<file path="src/rtl/bs_mul_seq.sv">
// ---------------------------------------------------------------------------
// bs_mul_seq : binary-serial multiplier sequencer for one PE of the 16-bit
// binary-serial systolic array.
//
// Latches one signed activation/weight pair. It then emits one partial
// product per cycle, walking the activation bits MSB-first. It also drives
// the accumulator controls so that the accumulator recurrence
//    sum <= prod + (sum << 1)
// builds wght*ifm. The final mac_done cycle then adds the incoming partial
// sum (sum_i + sum).
//
// Handshake: a pair is transferred on a rising edge where in_vld && in_rdy.
// in_vld may rise at any time, and the source must hold ifm/wght stable
// until the transfer. in_rdy never depends on in_vld.
//
// Optional feature (macro BS_ZERO_SKIP_EN): when the latched activation is
// zero, the sequencer goes CLR -> DONE directly and skips the serial phase.
//
// Parameters
//    IWIDTH  activation width, which is also the number of serial cycles
//    WWIDTH  weight width
//    OWIDTH  product width. It must satisfy OWIDTH >= IWIDTH + WWIDTH.
//
// Ports
//    clk, rst_n   clock, asynchronous active-low reset
//    en           global advance. Low freezes the sequencer and gates the
//                 control outputs.
//    clr          synchronous abort back to IDLE
//    in_vld       ifm/wght valid
//    in_rdy       a pair can be accepted this cycle
//    ifm, wght    signed activation / weight
//    prod         signed partial product for the accumulator
//    acc_en       accumulator enable
//    acc_clr      accumulator synchronous clear
//    mac_done     accumulator final-add select
//    sum_vld      accumulator result valid (one-cycle pulse)
//    state_dbg    current FSM state (IDLE=0, CLR=1, SER=2, DONE=3)
//    cnt_dbg      current serial bit index
// ---------------------------------------------------------------------------
module bs_mul_seq #(
   parameter int IWIDTH = 16,
   parameter int WWIDTH = 16,
   parameter int OWIDTH = 32
) (
   input  logic                      clk,
   input  logic                      rst_n,
   input  logic                      en,
   input  logic                      clr,
   input  logic                      in_vld,
   output logic                      in_rdy,
   input  logic [IWIDTH-1:0]         ifm,
   input  logic [WWIDTH-1:0]         wght,
   output logic [OWIDTH-1:0]         prod,
   output logic                      acc_en,
   output logic                      acc_clr,
   output logic                      mac_done,
   output logic                      sum_vld,
   output logic [1:0]                state_dbg,
   output logic [$clog2(IWIDTH)-1:0] cnt_dbg
);

   localparam int CW = $clog2(IWIDTH);

   // Index of the activation MSB. Its term carries negative weight in
   // two's complement.
   localparam logic [CW-1:0] CNT_MSB = CW'(IWIDTH - 1);

   typedef enum logic [1:0] {
      IDLE = 2'd0,
      CLR  = 2'd1,
      SER  = 2'd2,
      DONE = 2'd3
   } state_t;

   state_t            state;
   logic [CW-1:0]     cnt;
   logic [IWIDTH-1:0] ifm_r;
   logic [WWIDTH-1:0] wght_r;
   logic              accept;
   logic [OWIDTH-1:0] w_ext;

   // A new pair can be taken while idle, or in the DONE cycle of the
   // previous pair. The DONE case gives back-to-back operation with no
   // bubble.
   assign in_rdy = en && !clr && (state == IDLE || state == DONE);
   assign accept = in_vld && in_rdy;

   // ------------------------------------------------------------------
   // Sequencer state. Everything holds while en is low, except sum_vld,
   // which is a pulse and therefore drops.
   // ------------------------------------------------------------------
   always_ff @(posedge clk or negedge rst_n) begin
      if (!rst_n) begin
         state   <= IDLE;
         cnt     <= '0;
         ifm_r   <= '0;
         wght_r  <= '0;
         sum_vld <= 1'b0;
      end else if (clr) begin
         // Abort wins over en and over any pending accept. The
         // interrupted MAC never produces sum_vld.
         state   <= IDLE;
         cnt     <= '0;
         sum_vld <= 1'b0;
      end else begin
         // The accumulator holds sum_i + sum right after an enabled
         // DONE cycle.
         sum_vld <= en && (state == DONE);
         if (en) begin
            case (state)
               IDLE: begin
                  if (accept) begin
                     ifm_r  <= ifm;
                     wght_r <= wght;
                     cnt    <= CNT_MSB;
                     state  <= CLR;
                  end
               end
               CLR: begin
`ifdef BS_ZERO_SKIP_EN
                  // A zero activation contributes nothing, and the cleared
                  // accumulator already holds the right partial value.
                  if (ifm_r == '0) begin
                     state <= DONE;
                  end else begin
                     state <= SER;
                  end
`else
                  state <= SER;
`endif
               end
               SER: begin
                  if (cnt == '0) begin
                     state <= DONE;
                  end else begin
                     cnt <= cnt - 1'b1;
                  end
               end
               DONE: begin
                  if (accept) begin
                     ifm_r  <= ifm;
                     wght_r <= wght;
                     cnt    <= CNT_MSB;
                     state  <= CLR;
                  end else begin
                     state <= IDLE;
                  end
               end
               default: state <= IDLE;
            endcase
         end
      end
   end

   // ------------------------------------------------------------------
   // Partial product decode. It is not gated by en, so that a stalled
   // cycle still shows the pending term.
   // ------------------------------------------------------------------
   always_comb begin
      w_ext = {{(OWIDTH-WWIDTH){wght_r[WWIDTH-1]}}, wght_r};
      prod  = '0;
      if (state == SER && ifm_r[cnt]) begin
         // The negation is done at full OWIDTH width, so the most
         // negative weight negates exactly.
         if (cnt == CNT_MSB) begin
            prod = -w_ext;
         end else begin
            prod = w_ext;
         end
      end
   end

   // ------------------------------------------------------------------
   // Accumulator controls. These are Moore outputs gated by en.
   // ------------------------------------------------------------------
   assign acc_clr   = en && (state == CLR);
   assign acc_en    = en && (state == SER || state == DONE);
   assign mac_done  = en && (state == DONE);
   assign state_dbg = state;
   assign cnt_dbg   = cnt;

endmodule

</file>
<file path="config.mk">
export PLATFORM = sky130hd
export DESIGN_NAME = bs_mul_seq
export DESIGN_NICKNAME = d
export VERILOG_FILES = /design/src/rtl/bs_mul_seq.sv
export SDC_FILE = /design/constraint.sdc
export NUM_CORES = 1
export LEC_CHECK = 0
export CORE_MARGIN = 2
export CORE_UTILIZATION = 49
export DETAILED_ROUTE_END_ITERATION = 10
export GPL_TIMING_DRIVEN = 0
export PLACE_DENSITY = 0.95
export SKIP_CTS_REPAIR_TIMING = 1
export SYNTH_ARGS = -nofsm -noshare
export SYNTH_HDL_FRONTEND = slang
export SYNTH_SLANG_ARGS = --single-unit
</file>
<file path="constraint.sdc">
create_clock -name clk -period 6.65 [get_ports clk]
set_input_delay 0.9975 -clock clk [delete_from_list [all_inputs] [get_ports clk]]
set_output_delay 0.9975 -clock clk [all_outputs]
set_load 0.1 [all_outputs]
</file>
==> flow_summary.yaml <==
run_status:
  status: "complete, no violations"
synth:
  ys_warn_count: 0
  synth.distinct_cells: 44
  avgSynthCellArea_um2: 9.939
  synth_edf_count: 0
  synth_fp_nets: 294
  synth-seq-cells: 39
  async_flop_share: 1.000
  syn_inst: 247
  synthFlopType: "dfrtp_1"
  netlist_area_um2: 2455
  seq_area_frac_synth: 0.3976
global_routing:
  grt_max_degree: 40
  gr-total-overflow: 0
  antenna_found_initial: 0
  gr-usage-all-layers: 0.2383
  grt_pass1_vias: 2227
  grt_pass1_wl_um: 10100
power:
  cellPowerDensity_nw_per_um2: 247.2
  ir_drop_mv: 0.1733
  p_leak_uw: 0.001362
setup_path:
  cp-start-kind: "flop"
  path_delay_family: "simple AND/OR/NAND/NOR gates"
  arrival_ps: 3770
  reg2reg_setup_slack_ps: 3880
  r2r_start: "state_dbg[0]$_DFFE_PN0P_"
  crit_path_max_incr_delay_ps: 1150
  critPathKind: "reg -> out"
  reg2reg_depth: 7
  cp.required_ps: 5650
  cp-end-kind: "primary output"
  cp_max_fo: 5
  critPathBufInv: 1
  cp_cell_sequence: "or3_1 -> or4_1 -> or2_2 -> ha_1 -> o21a_1 -> nor2_1 -> clkdlybuf4s50_1"
  cp_slowest_cell: "clkdlybuf4s50_1"
  r2r-end: "wght_r[9]$_DFFE_PN0P_"
floorplan:
  rows: 25
  die_x_um: 74.78
  io_pins: 80
  die_h_um: 74.78
  die-area_um2: 5592
  start_util: 0.5129
  core_area_um2: 4786
place:
  gp_congestion: 0.7840
  numPortBuffers: 78
  dp_hpwl_um: 4730
  dp_slack_ps: 2220
layout:
  layout_commonest_cell: "clkdlybuf4s50_1"
  num-fill-cells: 336
  final_cell_mix: "77 x clkdlybuf4s50_1, 39 x dfrtp_1, 30 x mux2_2"
  final_net_count: 379
  drive_gt1_frac: 0.1712
  final_core_util: 0.7203
  synthToLayoutAreaGrowth_pct: 40.42
  antenna_cells: 0
timing:
  finalCritPeriodShare: 0.7176
  report.final.slew_viol_count: 0
  whs_ps: 507.2
  rsz0062_at_grt: "no"
  tightest_slew_ps: 1097
  finClkSkew_ps: 5.309
  clock.fmax_mhz: 209.6
  setup_ws_ps: 1878
  fin_crit_ps: 4772
  hold_violations: 0
  setup_viol: 0
  setup_tns_ps: 0
  slew_headroom: 0.2583
routing:
  final_antenna_net_count: 0
  viasPerCell: 5.615
  vias: 2246
  drtIter0Drc: 148
  drc: 0
  drt_wl_total_um: 6187
  wire_per_inst_um: 15.47
  dr.pass1.iters: 4
clock_network:
  cts_max_path_buffers: 2
  clk_pin_slew_ps: 70
  tritoncts: "yes"
  htree_levels: 2
  clkLatencyLatePin_ps: 290
  cts.sinks: 39
  numCtsBuffers: 5
  root_buffer: "clkbuf_8"
min_path:
  hold_path.class: "reg -> reg"
  min-delay-start: "ifm_r[10]$_DFFE_PN0P_"
  holdPathStages: 1
  holdPathEnd: "ifm_r[10]$_DFFE_PN0P_"
job:
  cap_violations: 0
[metal layers]
metal,part of all wire,wire [um],track usage
met1,0.40,2458,0.2902
met2,0.52,3246,0.4130
met3,0.051,318,0.04685
met4,0.026,163,0.1012
met5,0,0,0
[flip-flops by register name (all words and copies together), names as in the netlist]
| signal | cells |
|---|---|
| state_dbg | 2 |
| sum_vld | 1 |
| cnt_dbg | 4 |
| ifm_r | 16 |
| wght_r | 16 |
[cell families (layout without fill, tap and decap cells)]
logic type                 after synthesis  count (layout)  share of synthesized area
muxes                                   38              38                     0.1804
DFF                                     39              39                     0.3976
buffers and inverters                   26             112                    0.05402
xor gates and xnor gates                11              11                    0.03924
AOI/OAI and AO/OA                       57              57                     0.1458
adders and majority gates               10              10                    0.05097
and+or+nand+nor                         66              66                     0.1320
[Yosys cell counts (6+ instances only)]
master / number / area share
a21oi_1: 24 / 0.049
a31oi_1: 6 / 0.015
clkbuf_1: 6 / 0.0092
dfrtp_1: 39 / 0.40
ha_1: 10 / 0.051
inv_1: 12 / 0.018
mux2_2: 30 / 0.14
mux2i_1: 6 / 0.024
nand2_1: 12 / 0.018
nor2_1: 26 / 0.040
o21ai_0: 8 / 0.016
xnor2_1: 11 / 0.039
[metrics by stage]
step	power, uW	instance area [um2]	std cells
CTS	853.1	3447	400
detailed placement	618.8	3314	392
finish	852.2	3447	400
global placement	602.6	3319	392
global route	898.2	3447	400
floorplan	535.0	2455	247
[layout make-up]
class                   instances  area (um2)  share of cell area
multi-input cells             182        1346              0.3906
repair buffers                 78       775.7              0.2250
clock buffers                   6       72.57             0.02105
inverters                      12       45.04             0.01307
plain buffers                  14       87.58             0.02541
flip-flops and latches         39       975.9              0.2831
clock inverters                 2       60.06             0.01742
well taps                      67       83.83             0.02432
[worst max-delay path by stage]
stage | to | cells after the start | slack (ps) | start
floorplan | in_rdy | 4 | 1710 | state_dbg[0]$_DFFE_PN0P_
global placement | prod[15] | 7 | 2230 | wght_r[10]$_DFFE_PN0P_
detailed placement | prod[15] | 7 | 2220 | wght_r[10]$_DFFE_PN0P_
CTS | prod[15] | 7 | 1890 | wght_r[8]$_DFFE_PN0P_
global route | prod[14] | 7 | 1740 | wght_r[0]$_DFFE_PN0P_
finish | prod[15] | 7 | 1880 | wght_r[10]$_DFFE_PN0P_
[report_power, final]
group / total [uW] / leakage (uW) / internal [uW] / switching [uW]
Sequential: 340 / 0.000469 / 289 / 50.9
Clock: 232 / 0.0000654 / 150 / 82.4
Combinational: 280 / 0.000828 / 127 / 154
Total: 852 / 0.00136 / 565 / 287
Note: power is estimated with default switching activity, not from simulation.
